===== config.mk =====
export PLATFORM = sky130hd
export DESIGN_NAME = multicycle_ctrl_flat
export DESIGN_NICKNAME = d
export VERILOG_FILES = /design/src/rtl/ctrl_pkg.sv /design/src/rtl/multicycle_ctrl_if.sv /design/src/rtl/mem_wait_timer.sv /design/src/rtl/multicycle_ctrl.sv /design/src/flat_wrapper.sv
export SDC_FILE = /design/constraint.sdc
export NUM_CORES = 1
export LEC_CHECK = 0
export BUFFER_PORTS_ARGS = -buffer_cell sky130_fd_sc_hd__buf_2
export CAP_MARGIN = 0
export CORE_MARGIN = 8
export CORE_UTILIZATION = 53
export CTS_CLUSTER_DIAMETER = 150
export DETAILED_ROUTE_END_ITERATION = 8
export PLACE_DENSITY = 0.79
export SETUP_SLACK_MARGIN = 0.1
export SYNTH_ARGS = -nofsm -noshare
export SYNTH_HDL_FRONTEND = slang
export SYNTH_SLANG_ARGS = --single-unit

===== constraint.sdc =====
create_clock -name clk -period 2.5 [get_ports clk]
set_input_delay 0.125 -clock clk [delete_from_list [all_inputs] [get_ports clk]]
set_output_delay 0.125 -clock clk [all_outputs]
set_load 0.02 [all_outputs]

===== src/rtl/ctrl_pkg.sv =====
// Shared encodings for the RV32I multicycle sequencer: states, instruction
// class bit positions, writeback selects and trap causes.
package ctrl_pkg;

   typedef enum logic [2:0] {
      S_IDLE      = 3'd0,
      S_FETCH     = 3'd1,
      S_DECODE    = 3'd2,
      S_EXECUTE   = 3'd3,
      S_MEM       = 3'd4,
      S_WRITEBACK = 3'd5,
      S_TRAP      = 3'd6
   } state_t;

   localparam int CODE_W      = 10;
   localparam int CODE_J      = 0;
   localparam int CODE_JALR   = 1;
   localparam int CODE_LUI    = 2;
   localparam int CODE_AUIPC  = 3;
   localparam int CODE_B      = 4;
   localparam int CODE_R      = 5;
   localparam int CODE_S      = 6;
   localparam int CODE_I_ALU  = 7;
   localparam int CODE_I_LOAD = 8;
   localparam int CODE_CSR    = 9;

   localparam logic [1:0] WB_ALU = 2'b00;
   localparam logic [1:0] WB_MEM = 2'b01;
   localparam logic [1:0] WB_PC4 = 2'b10;
   localparam logic [1:0] WB_IMM = 2'b11;

   localparam logic [1:0] CAUSE_NONE    = 2'b00;
   localparam logic [1:0] CAUSE_ONEHOT  = 2'b01;
   localparam logic [1:0] CAUSE_CSR     = 2'b10;
   localparam logic [1:0] CAUSE_TIMEOUT = 2'b11;

   function automatic logic is_one_hot(input logic [CODE_W-1:0] code);
      return (code != '0) && ((code & (code - 1'b1)) == '0);
   endfunction

endpackage


===== src/rtl/multicycle_ctrl_if.sv =====
// Unified memory port between the sequencer (master) and the memory (slave).
interface multicycle_ctrl_if;
   logic mem_req;
   logic mem_we;
   logic mem_addr_sel;
   logic mem_ready;

   modport master (output mem_req, output mem_we, output mem_addr_sel, input mem_ready);
   modport slave  (input mem_req, input mem_we, input mem_addr_sel, output mem_ready);
endinterface


===== src/rtl/mem_wait_timer.sv =====
// Counts stalled memory request cycles; flags the cycle in which the stall
// would reach MEM_TIMEOUT so the sequencer can trap on the following edge.
module mem_wait_timer #(
   parameter int MEM_TIMEOUT = 16,
   parameter int TO_W        = 8
) (
   input  logic clk,
   input  logic rst_n,
   input  logic clear,
   input  logic en,
   output logic timeout
);

   logic [TO_W-1:0] count;

   always_ff @(posedge clk or negedge rst_n) begin
      if (!rst_n) begin
         count <= '0;
      end else if (clear) begin
         count <= '0;
      end else if (en) begin
         count <= count + 1'b1;
      end
   end

   // A ready in the same cycle suppresses en, so completion beats timeout.
   assign timeout = en && (count == TO_W'(MEM_TIMEOUT - 1));

endmodule


===== src/rtl/multicycle_ctrl.sv =====
// Multicycle sequencer stepping the shared RV32I datapath through
// fetch/decode/execute/mem/writeback, with sticky trap on errors.
//
// state      | meaning
// IDLE       | one cycle after reset release, nothing driven
// FETCH      | read instruction at PC, latch IR on ready
// DECODE     | capture CODE, route by class or trap
// EXECUTE    | ALU operation; branches retire here
// MEM        | load/store at ALUOut; stores retire here
// WRITEBACK  | register write and PC update, retire
// TRAP       | sticky halt until reset
module multicycle_ctrl
   import ctrl_pkg::*;
#(
   parameter int MEM_TIMEOUT = 16,
   parameter int TO_W        = 8
) (
   input  logic                   clk,
   input  logic                   reset,
   input  logic [CODE_W-1:0]      CODE,
   input  logic                   branch_taken,
   multicycle_ctrl_if.master      mem,
   output logic                   ir_write,
   output logic                   mdr_write,
   output logic                   alu_sel_A,
   output logic                   alu_sel_B,
   output logic                   reg_write,
   output logic [1:0]             wb_sel,
   output logic                   pc_write,
   output logic                   pc_sel,
   output logic                   instr_done,
   output logic                   trap,
   output logic [1:0]             trap_cause,
   output logic [2:0]             state
);

   state_t              cur_state;
   state_t              state_nxt;
   logic [CODE_W-1:0]   code_q;
   logic [1:0]          cause_q;
   logic [1:0]          cause_nxt;
   logic                req;
   logic                we;
   logic                addr_sel;
   logic                timer_en;
   logic                timer_clear;
   logic                timeout;

   always_ff @(posedge clk or negedge reset) begin
      if (!reset) begin
         cur_state <= S_IDLE;
         code_q    <= '0;
         cause_q   <= CAUSE_NONE;
      end else begin
         cur_state <= state_nxt;
         cause_q   <= cause_nxt;
         if (cur_state == S_DECODE) begin
            code_q <= CODE;
         end
      end
   end

   // Derived from state alone so the timer does not loop back through req.
   assign timer_en    = ((cur_state == S_FETCH) || (cur_state == S_MEM)) && !mem.mem_ready;
   assign timer_clear = (state_nxt != cur_state);

   mem_wait_timer #(
      .MEM_TIMEOUT (MEM_TIMEOUT),
      .TO_W        (TO_W)
   ) u_mem_wait_timer (
      .clk     (clk),
      .rst_n   (reset),
      .clear   (timer_clear),
      .en      (timer_en),
      .timeout (timeout)
   );

   always_comb begin
      state_nxt  = cur_state;
      cause_nxt  = cause_q;
      req        = 1'b0;
      we         = 1'b0;
      addr_sel   = 1'b0;
      ir_write   = 1'b0;
      mdr_write  = 1'b0;
      alu_sel_A  = 1'b0;
      alu_sel_B  = 1'b0;
      reg_write  = 1'b0;
      wb_sel     = WB_ALU;
      pc_write   = 1'b0;
      pc_sel     = 1'b0;
      instr_done = 1'b0;
      trap       = 1'b0;

      case (cur_state)
         S_IDLE: begin
            state_nxt = S_FETCH;
         end
         S_FETCH: begin
            req = 1'b1;
            if (mem.mem_ready) begin
               ir_write  = 1'b1;
               state_nxt = S_DECODE;
            end else if (timeout) begin
               state_nxt = S_TRAP;
               cause_nxt = CAUSE_TIMEOUT;
            end
         end
         S_DECODE: begin
            if (!is_one_hot(CODE)) begin
               state_nxt = S_TRAP;
               cause_nxt = CAUSE_ONEHOT;
            end else if (CODE[CODE_CSR]) begin
               state_nxt = S_TRAP;
               cause_nxt = CAUSE_CSR;
            end else if (CODE[CODE_LUI]) begin
               state_nxt = S_WRITEBACK;
            end else begin
               state_nxt = S_EXECUTE;
            end
         end
         S_EXECUTE: begin
            alu_sel_A = code_q[CODE_J] | code_q[CODE_AUIPC];
            alu_sel_B = !(code_q[CODE_R] | code_q[CODE_B]);
            if (code_q[CODE_B]) begin
               pc_write   = 1'b1;
               pc_sel     = branch_taken;
               instr_done = 1'b1;
               state_nxt  = S_FETCH;
            end else if (code_q[CODE_S] || code_q[CODE_I_LOAD]) begin
               state_nxt = S_MEM;
            end else begin
               state_nxt = S_WRITEBACK;
            end
         end
         S_MEM: begin
            req      = 1'b1;
            addr_sel = 1'b1;
            we       = code_q[CODE_S];
            if (mem.mem_ready) begin
               if (code_q[CODE_S]) begin
                  pc_write   = 1'b1;
                  instr_done = 1'b1;
                  state_nxt  = S_FETCH;
               end else begin
                  mdr_write = 1'b1;
                  state_nxt = S_WRITEBACK;
               end
            end else if (timeout) begin
               state_nxt = S_TRAP;
               cause_nxt = CAUSE_TIMEOUT;
            end
         end
         S_WRITEBACK: begin
            reg_write  = 1'b1;
            pc_write   = 1'b1;
            instr_done = 1'b1;
            pc_sel     = code_q[CODE_J] | code_q[CODE_JALR];
            if (code_q[CODE_LUI]) begin
               wb_sel = WB_IMM;
            end else if (code_q[CODE_I_LOAD]) begin
               wb_sel = WB_MEM;
            end else if (code_q[CODE_J] || code_q[CODE_JALR]) begin
               wb_sel = WB_PC4;
            end else begin
               wb_sel = WB_ALU;
            end
            state_nxt = S_FETCH;
         end
         S_TRAP: begin
            trap = 1'b1;
         end
         default: begin
            state_nxt = S_IDLE;
         end
      endcase
   end

   assign mem.mem_req      = req;
   assign mem.mem_we       = we;
   assign mem.mem_addr_sel = addr_sel;
   assign trap_cause       = cause_q;
   assign state            = cur_state;

endmodule


===== src/flat_wrapper.sv =====
// flat-port wrapper written by rule: the top's interface ports become plain ports
module multicycle_ctrl_flat import ctrl_pkg::*;
#(
   parameter int MEM_TIMEOUT = 16,
   parameter int TO_W        = 8
)
  (clk, reset, CODE, branch_taken, ir_write, mdr_write, alu_sel_A, alu_sel_B, reg_write, wb_sel, pc_write, pc_sel, instr_done, trap, trap_cause, state, mem_mem_req, mem_mem_we, mem_mem_addr_sel, mem_mem_ready);
  multicycle_ctrl_if mem_i ();
  input  logic clk;
  input  logic reset;
  input  logic [CODE_W-1:0] CODE;
  input  logic branch_taken;
  output logic ir_write;
  output logic mdr_write;
  output logic alu_sel_A;
  output logic alu_sel_B;
  output logic reg_write;
  output logic [1:0] wb_sel;
  output logic pc_write;
  output logic pc_sel;
  output logic instr_done;
  output logic trap;
  output logic [1:0] trap_cause;
  output logic [2:0] state;
  output wire logic [$bits(mem_i.mem_req)-1:0] mem_mem_req;
  output wire logic [$bits(mem_i.mem_we)-1:0] mem_mem_we;
  output wire logic [$bits(mem_i.mem_addr_sel)-1:0] mem_mem_addr_sel;
  input wire logic [$bits(mem_i.mem_ready)-1:0] mem_mem_ready;
  assign mem_mem_req = mem_i.mem_req;
  assign mem_mem_we = mem_i.mem_we;
  assign mem_mem_addr_sel = mem_i.mem_addr_sel;
  assign mem_i.mem_ready = mem_mem_ready;
  multicycle_ctrl #(.MEM_TIMEOUT(MEM_TIMEOUT), .TO_W(TO_W)) u_core (.clk(clk), .reset(reset), .CODE(CODE), .branch_taken(branch_taken), .mem(mem_i), .ir_write(ir_write), .mdr_write(mdr_write), .alu_sel_A(alu_sel_A), .alu_sel_B(alu_sel_B), .reg_write(reg_write), .wb_sel(wb_sel), .pc_write(pc_write), .pc_sel(pc_sel), .instr_done(instr_done), .trap(trap), .trap_cause(trap_cause), .state(state));
endmodule

==> results of run 1 <==
power breakdown:
group	leakage [µW]	internal [µW]	switching [µW]	total, µW
clock	0.0000177	59.8	107	167
sequential	0.000268	441	121	562
combinational	0.000493	312	519	831
total	0.000778	812	747	1560
sequential cells by signal, indices dropped and copies added (netlist names):
| name | flops |
|---|---|
| u_core.u_mem_wait_timer.count | 8 |
| u_core.state | 3 |
| u_core.code_q | 8 |
| u_core.trap_cause | 2 |
critical path: stages, from the launching register on:
cell and delay, ns:
dfrtp_1 0.49, xnor2_1 0.32, and4b_1 0.32, o21a_1 0.21, o21ai_1 0.47, nor2_1 0.12
stage by stage:
stage	power, µW	setup slack [ns]	hold WS (ns)
final	1560	0.4364	0.04917
after global routing	1679	0.2650	0.05763
after CTS	1565	0.4358	0.04500
after detailed placement	1398	0.3284	0.1077
after global placement	1365	0.3731	0.1047
after floorplan	1126	0.5473	-0.1706
timing repair:
item	CTS	global route
hold endpoints to repair	21	0
hold buffers	1	0
gates resized for setup	0	0
final cells by class:
type	instances	area, µm²
Multi-Input combinational cell	142	819.5
Fill cell	229	874.6
Inverter	4	15.01
Tap cell	30	37.54
Clock inverter	1	5.005
Sequential cell	21	525.5
Timing Repair Buffer	37	200.2
Clock buffer	3	22.52
placed cells by master, fill, tap and decap left out, drive strengths merged, types with 2 or more instances in the layout:
master / netlist / routed
o211ai: 2 / 2
nor3b: 4 / 4
o21ai: 11 / 11
nand2: 29 / 29
a21oi: 4 / 4
or4: 3 / 3
clkbuf: 8 / 3
nor2: 29 / 29
nor3: 7 / 7
inv: 4 / 4
o21a: 2 / 2
buf: 2 / 36
or3: 4 / 4
xnor2: 2 / 2
and2: 4 / 4
nand3: 7 / 7
dfrtp: 21 / 21
nand2b: 3 / 3
xor2: 7 / 7
worst max-delay path by stage:
stage / to / slack [ns] / cells after the start
2_1_floorplan: u_core.state[1]$_DFF_PN0_ / 0.55 / 5
3_3_place_gp: u_core.state[2]$_DFF_PN0_ / 0.37 / 6
3_5_place_dp: u_core.state[1]$_DFF_PN0_ / 0.33 / 6
4_1_cts: u_core.u_mem_wait_timer.count[2]$_DFFE_PN0P_ / 0.44 / 6
5_1_grt: u_core.u_mem_wait_timer.count[2]$_DFFE_PN0P_ / 0.27 / 6
6_report: u_core.u_mem_wait_timer.count[0]$_DFFE_PN0P_ / 0.44 / 5
routing by layer:
metal	track usage	routed length (µm)
met1	0.2041	1515
met5	0	0
met3	0.04470	233
met4	0.04961	0
met2	0.2688	1730
kinds of logic after synthesis:
logic type	Yosys count
AND/OR/NAND/NOR	101
multiplexers	2
buffers and inverters	14
adder cells (fa/ha/maj)	2
AO/OA/AOI/OAI	28
XOR/XNOR	9
flip-flops	21
==> results.ini, run 1 <==
[timing]
setup_viol=0
timing.fmax_ghz=0.4846
layout_worst_path_cycle_share=0.8254
skew_ns=0.002497
min_period_ns=2.064
rsz0062_at_grt=false
finalSetupTns_ns=0
slew-limit-headroom=0.5321
slew_violations=0
worstMarginPinSlew_ns=0.6965
hold_violations=0

[synth]
ys_seq_area_frac=0.3750
synth_simple_gate_area_share=0.3625
synth_xor_area_frac=0.05625
synth_area_leaders=dfrtp_1, nand2_1, nor2_1
synthDistinctLibCells=48
syn_inst=177
synthMuxAreaShare=0.01518
synth_compound_area_frac=0.1348
avgSynthCellArea_um2=7.917
synth_top_family_by_area=simple AND/OR/NAND/NOR gates
synth_fa_ha_area_frac=0.01607
async_flop_share=1.000
syn-num-nets=192
synth_top_area_cell=dfrtp_1
synth_top_area_share=0.3750
netlist_area_um2=1401
ys_ff_latch=21
synth_common_cells=nand2_1, nor2_1, dfrtp_1
synth-main-ff-cell=dfrtp_1
yosys_warnings=0
synth_edf_count=0

[placement]
placed_cells=233
numPortBuffers=32
place_area_um2=1588
dp_hpwl_um=2713
gp_congestion=1.026

[global_routing]
grt_max_degree=22
grt_overflow=0
grt_use_total=0.1634
grt_first_pass_wirelength_um=5865
antenna_found_initial=0
grt_pass1_vias=1346

[clock_network]
cts_sinks=21
cts_tree=yes
path_clk_slew_ns=0.12
cts-root-buf=clkbuf_4
cts_buffers=3
clock_path_buffers=2
post-cts-setup-buffer-count=0
ctsHtreeMaxLevel=1
insertion_delay_ns=0.31

[route]
vias=1364
wl_um=3480
drc_errors=0
routedWlPerCell_um=14.62
drt.antenna.violating_nets=0
via_per_inst=5.731
dr.pass1.iters=4
drt_iter0_markers=84

[power]
ir_drop_v=0.0007267
p_leak_uw=0.0007780
p_per_area_nw_per_um2=959.6

[die]
die_area_um2=4545
io_pins=33
start_util=0.5606
dieWidth_um=67.42
coreArea_um2=2500
die_h_um=67.42
rows=18

[worst_hold_path]
hp-class=in2reg
hold_start=CODE[4]
whs_path_depth=3
holdPathEnd=u_core.code_q[4]$_DFFE_PN0N_

[layout]
final_util=0.6502
fin_area_um2=1625
area_growth_syn_to_layout_pct=15.98
final_nets=224
final_cells=238
antennaDiodeCount=0
layout-drive-gt1-share=0.2212

[worst_setup_path]
cp_max_fo=8
r2r_cells=5
crit_arrival_ns=2.24
cp.required_ns=2.68
worst-setup-path-type=reg2reg
worstSetupStartpointType=flop
rrSetupSlack_ns=0.44
rr_startpoint=u_core.state[0]$_DFF_PN0_
cp-end-kind=flop
reg2reg_to=u_core.u_mem_wait_timer.count[0]$_DFFE_PN0P_
startpoint=u_core.state[0]$_DFF_PN0_

[flow_run]
drv_cap=0

[outcome]
status=completed

Note: power is estimated with default switching activity, not from simulation.
==> inputs of run 2 (changes only) <==
ABC_AREA = 1   (was not set)
CORE_UTILIZATION = 52   (was 53)
PLACE_DENSITY = 0.78   (was 0.79)
clock period = 2.1 ns   (was 2.5 ns; I/O delays follow)
==> run 2 against run 1 <==
Effect of this change:
- fmax is 7.7% higher
- cell count is 11% higher
- largest cell class unchanged
- clock power is 20% higher
- synthesized cell count rose by 4.5%
- largest power group unchanged
- worst hold slack worse by 0.022 ns
- final area rose by 4.0%
- clock skew up 0.0038 ns
- sequential power increased by 15%
- via count up 5.8%
==> results.ini, run 2 <==
[route]
wl_um=3714
drt.antenna.violating_nets=0
via_per_inst=5.466
dr.pass1.iters=4
drc_errors=0
routedWlPerCell_um=14.07
drt_iter0_markers=67
vias=1443

[layout]
antennaDiodeCount=0
seqCellArea_um2=528.0
fillers=215
final_util=0.6886
final_cells=264
layout_common_cells=nand2_1, buf_2, nor2_1
mostFrequentLayoutCell=nand2_1
multi_input_area_um2=748.2
final_nets=250
area_growth_syn_to_layout_pct=27.21
layout-drive-gt1-share=0.3077

[outcome]
status=completed

[synth]
synth_top_area_share=0.3955
avgSynthCellArea_um2=7.183
synth_top_area_cell=dfrtp_1
yosys_warnings=0
yosysMostFrequentCell=nand2_1
syn-num-nets=200
ys_ff_latch=21
async_flop_share=1.000
synth-main-ff-cell=dfrtp_1
ys_seq_area_frac=0.3955
netlist_area_um2=1329
synth_area_leaders=dfrtp_1, nand2_1, nand3_1
synthDistinctLibCells=27
syn_inst=185
synth_edf_count=0
synth_common_cells=nand2_1, nor2_1, dfrtp_1

[timing]
hold_violations=0
layout_setup_ws_ns=0.1832
setup_viol=0
slew-limit-headroom=0.6849
worstMarginPinSlew_ns=0.4727
finalSetupTns_ns=0
slew_violations=0
min_period_ns=1.917
timing.fmax_ghz=0.5217
skew_ns=0.006306
layout_worst_path_cycle_share=0.9128
rsz0062_at_grt=false

[worst_setup_path]
crit_arrival_ns=2.13
path_common_cell=nand2_1
cp_slowest_stage_delay_ns=0.49
worstSetupStartpointType=flop
cp_slowest_cell=dfrtp_2
cp.required_ns=2.31
cp_max_fo=8
cp-end-kind=flop
cp_num_buf_inv=4
cp_top_family=simple AND/OR/NAND/NOR gates
cp_cell_sequence=buf_4, nor3_1, buf_4, nand2_1, nand2_1, inv_1, nand3_1, a21oi_1, nand2_1, o21ai_0, inv_1, nand2_4, nor2_1
worst-setup-path-type=reg2reg

[placement]
numPortBuffers=32
dp_hpwl_um=2744
gp_congestion=0.8922
dpl_worst_slack_ns=0.1391
placed_cells=247

[die]
io_pins=33
coreArea_um2=2455
rows=18
start_util=0.5413
dieWidth_um=66.55
die_area_um2=4429
die_h_um=66.55

[power]
ir_drop_v=0.001185
power_frac_comb=0.634
clockPowerShare=0.087
power.internal_uw=1153
total_power_uw=2319
p_leak_uw=0.0009162
p_sw_uw=1166
p_sw_frac=0.5028
p_per_area_nw_per_um2=1372
power.sequential.fraction=0.279

[clock_network]
ctsHtreeMaxLevel=1
cts_tree=yes
cts_sinks=21
cts-root-buf=clkbuf_4
path_clk_slew_ns=0.12
clock_path_buffers=2
cts_buffers=3
insertion_delay_ns=0.31

[flow_run]
drv_cap=0

[global_routing]
grt_first_pass_wirelength_um=5837
grt_max_degree=22
grt_use_total=0.1640
antenna_found_initial=0
grt_pass1_vias=1394
grt_overflow=0

[worst_hold_path]
hp-class=in2reg

-- run 2: changes by cell type after synthesis, moves of 4 or more --
cell / before / now
clkbuf_1: 8 / 1
nand3_1: 7 / 20
and2_1: 4 / 0
nor3b_1: 4 / 0
or3_1: 4 / 0
nand2_1: 29 / 51
nor3_1: 7 / 2
inv_1: 4 / 16
nor2_2: 0 / 6
nor2_1: 29 / 25
-- run 2: cell families after synthesis --
kind of cell | share of synthesized area
simple gates | 0.3955
xor+xnor | 0.04614
mux | 0.007533
compound gates | 0.08381
fa+ha+maj | 0.009415
buf+inv | 0.06215
flops | 0.3955
-- run 2: path summary, 6_finish.rpt --
check / startpoint / endpoint / slack (ns) / depth (start not counted)
max in group asynchronous: reset / u_core.state[0]$_DFF_PN0_ / 1.50 / 2
worst max register to register: u_core.state[2]$_DFF_PN0_ / u_core.u_mem_wait_timer.count[6]$_DFFE_PN0P_ / 0.18 / 13
worst max-delay path: u_core.state[2]$_DFF_PN0_ / u_core.u_mem_wait_timer.count[6]$_DFFE_PN0P_ / 0.18 / 13
worst min register to register: u_core.code_q[3]$_DFFE_PN0N_ / u_core.code_q[3]$_DFFE_PN0N_ / 0.49 / 2
min in group asynchronous: reset / u_core.u_mem_wait_timer.count[0]$_DFFE_PN0P_ / 0.26 / 2
worst min-delay path: CODE[1] / u_core.code_q[1]$_DFFE_PN0N_ / 0.03 / 3
-- run 2: per-stage QoR --
step / instance area (µm²) / hold WS (ns)
final: 1690 / 0.02761
after global routing: 1690 / 0.04355
after detailed placement: 1530 / 0.08903
after global placement: 1530 / 0.08565
after CTS: 1568 / 0.02646
after floorplan: 1329 / -0.1906
-- run 2: layout make-up --
cell class	count	share of cell area
clock buffers	3	0.01332
clock inverters	1	0.002961
inverters	19	0.04367
multi-input cells	143	0.4426
flip-flops and latches	21	0.3124
well taps	30	0.02221
repair buffers	47	0.1628
-- run 2: tightest hold or removal path: stages --
cell and delay, ns:
buf_2 0.10, nand2_1 0.05, nand2_1 0.05
-- run 2: repair_timing --
item | CTS | global route
endpoints found under the hold margin | 21 | 0
resized for setup | 0 | 10
hold buffers | 1 | 0
setup endpoints to repair | 0 | 8
buffers inserted | 0 | 12
-- run 2: per-layer routing --
metal  track usage  up-vias  part of all wire  routed length (µm)
li1              -      693                 -                   -
met1        0.1756      687              0.41                1510
met2        0.3070       53              0.52                1943
met3       0.02181       10             0.043                 160
met4       0.07467        0             0.027                 100
met5             0        -                 0                   0
-- run 2: power groups by stage --
stage	Clock, µW	Combinational [µW]	Sequential, µW
floorplan	0	802	684
global placement	0	1150	638
detailed placement	0	1180	644
CTS	205	1190	635
global route	218	1610	663
finish	201	1470	648
==> inputs of run 3 (changes only) <==
CORE_MARGIN = 2   (was 8)
==> run 3 against run 2 <==
Effect of this change:
- sequential cell count stayed put
- first-iteration DRC count is 10% higher
- combinational power shrank 12%
- count of clock-buffer cells in the layout increased by 1
- largest power group unchanged
- wire length is 14% lower
- clock skew fell by 0.00090 ns
==> results.ini, run 3 (synthesis gave the netlist of run 2 again) <==
[layout]
fillers=219
mostFrequentLayoutCell=nand2_1
antennaDiodeCount=0
final_nets=243
fin_area_um2=1624
final_util=0.6616
multi_input_area_um2=735.7
seqCellArea_um2=528.0
area_growth_syn_to_layout_pct=22.22
layout_common_cells=nand2_1, buf_2, nor2_1
layout-drive-gt1-share=0.2731

[timing]
setup_viol=0
layout_worst_path_cycle_share=0.8926
hold_violations=0
skew_ns=0.005411
slew-limit-headroom=0.6845
finalSetupTns_ns=0
min_period_ns=1.874
holdWs_ns=0.03404
worstMarginPinSlew_ns=0.4732
slew_violations=0
timing.fmax_ghz=0.5335
rsz0062_at_grt=false

[die]
io_pins=33
coreArea_um2=2455
die_h_um=54.55
start_util=0.5413
die_area_um2=2976
rows=18
dieWidth_um=54.55

[flow_run]
drv_cap=0

[power]
p_leak_uw=0.0008731
p_per_area_nw_per_um2=1309
ir_drop_v=0.0009651
total_power_uw=2127

[placement]
dp_hpwl_um=2373
gp_congestion=0.9260
place_area_um2=1530
numPortBuffers=32

[clock_network]
clock_path_buffers=2
cts_sinks=21
insertion_delay_ns=0.30
ctsHtreeMaxLevel=1
cts_tree=yes
cts-root-buf=clkbuf_4
cts_buffers=3
path_clk_slew_ns=0.12

[worst_setup_path]
rrSetupSlack_ns=0.23
cp-end-kind=flop
worst-setup-path-type=reg2reg
cp.required_ns=2.30
rr_startpoint=u_core.state[2]$_DFF_PN0_
crit_arrival_ns=2.07
worstSetupStartpointType=flop
cp_max_fo=8
r2r_cells=14
reg2reg_to=u_core.u_mem_wait_timer.count[7]$_DFFE_PN0P_

[global_routing]
grt_first_pass_wirelength_um=4899
grt_pass1_vias=1200
grt_max_degree=22
grt_overflow=0
grt_use_total=0.2259
antenna_found_initial=0

[route]
wl_um=3188
drc_errors=0
vias=1394
dr.pass1.iters=4
drt_iter0_markers=74
drt.antenna.violating_nets=0
via_per_inst=5.424
routedWlPerCell_um=12.40

[worst_hold_path]
hp-class=in2reg
holdPathEnd=u_core.code_q[1]$_DFFE_PN0N_
hold_start=CODE[1]
whs_path_depth=3

[outcome]
status=completed

-- run 3: repair_timing --
action,4_1_cts,5_1_grt
endpoints found under the setup margin,8,8
gates resized for setup,1,6
pin swaps,0,2
hold buffers,1,0
endpoints found under the hold margin,21,0
buffers inserted,0,5
-- run 3: worst max path at each step --
| stage | start | cells after the start | endpoint |
|---|---|---|---|
| 3_3_place_gp | u_core.state[0]$_DFF_PN0_ | 14 | u_core.u_mem_wait_timer.count[2]$_DFFE_PN0P_ |
| 3_5_place_dp | u_core.state[0]$_DFF_PN0_ | 14 | u_core.u_mem_wait_timer.count[0]$_DFFE_PN0P_ |
| 4_1_cts | u_core.state[0]$_DFF_PN0_ | 14 | u_core.u_mem_wait_timer.count[7]$_DFFE_PN0P_ |
| 5_1_grt | u_core.state[2]$_DFF_PN0_ | 14 | u_core.u_mem_wait_timer.count[6]$_DFFE_PN0P_ |
| 2_1_floorplan | u_core.state[0]$_DFF_PN0_ | 14 | u_core.u_mem_wait_timer.count[2]$_DFFE_PN0P_ |
| 6_report | u_core.state[2]$_DFF_PN0_ | 14 | u_core.u_mem_wait_timer.count[7]$_DFFE_PN0P_ |
-- run 3: power by group --
group,switching (µW),total [µW],internal [µW]
combinational,847,1290,438
clock,122,196,74.1
sequential,105,646,541
total,1070,2130,1050
-- run 3: critical path: stages (launching register included) --
cell and delay, ns:
dfrtp_2 0.50, inv_2 0.10, nand3_2 0.14, nand2_4 0.15, nand2_4 0.10, nor2_4 0.11, nand2_1 0.09, nor2_2 0.11
nor2_2 0.05, nand2_1 0.08, nand2_1 0.05, nand2_1 0.07, nor2_2 0.04, nand2_2 0.13, nor2_1 0.06
-- run 3: layout make-up --
cell class | instances | share of cell area
Clock buffer | 4 | 0.01618
Timing Repair Buffer | 40 | 0.1371
Inverter | 19 | 0.04545
Multi-Input combinational cell | 143 | 0.4530
Sequential cell | 21 | 0.3251
Tap cell | 30 | 0.02311
-- run 3: stage by stage --
| step | worst slack (ns) | std cells |
|---|---|---|
| after floorplan | 0.2398 | 185 |
| after global routing | 0.07707 | 257 |
| after CTS | 0.1306 | 252 |
| after global placement | 0.1749 | 247 |
| after detailed placement | 0.1034 | 247 |
| final | 0.2256 | 257 |
-- run 3: per-layer routing --
metal | routed length [µm] | track usage
met4 | 34 | 0.07917
met3 | 166 | 0.02732
met1 | 1362 | 0.2660
met5 | 0 | 0
met2 | 1624 | 0.4177
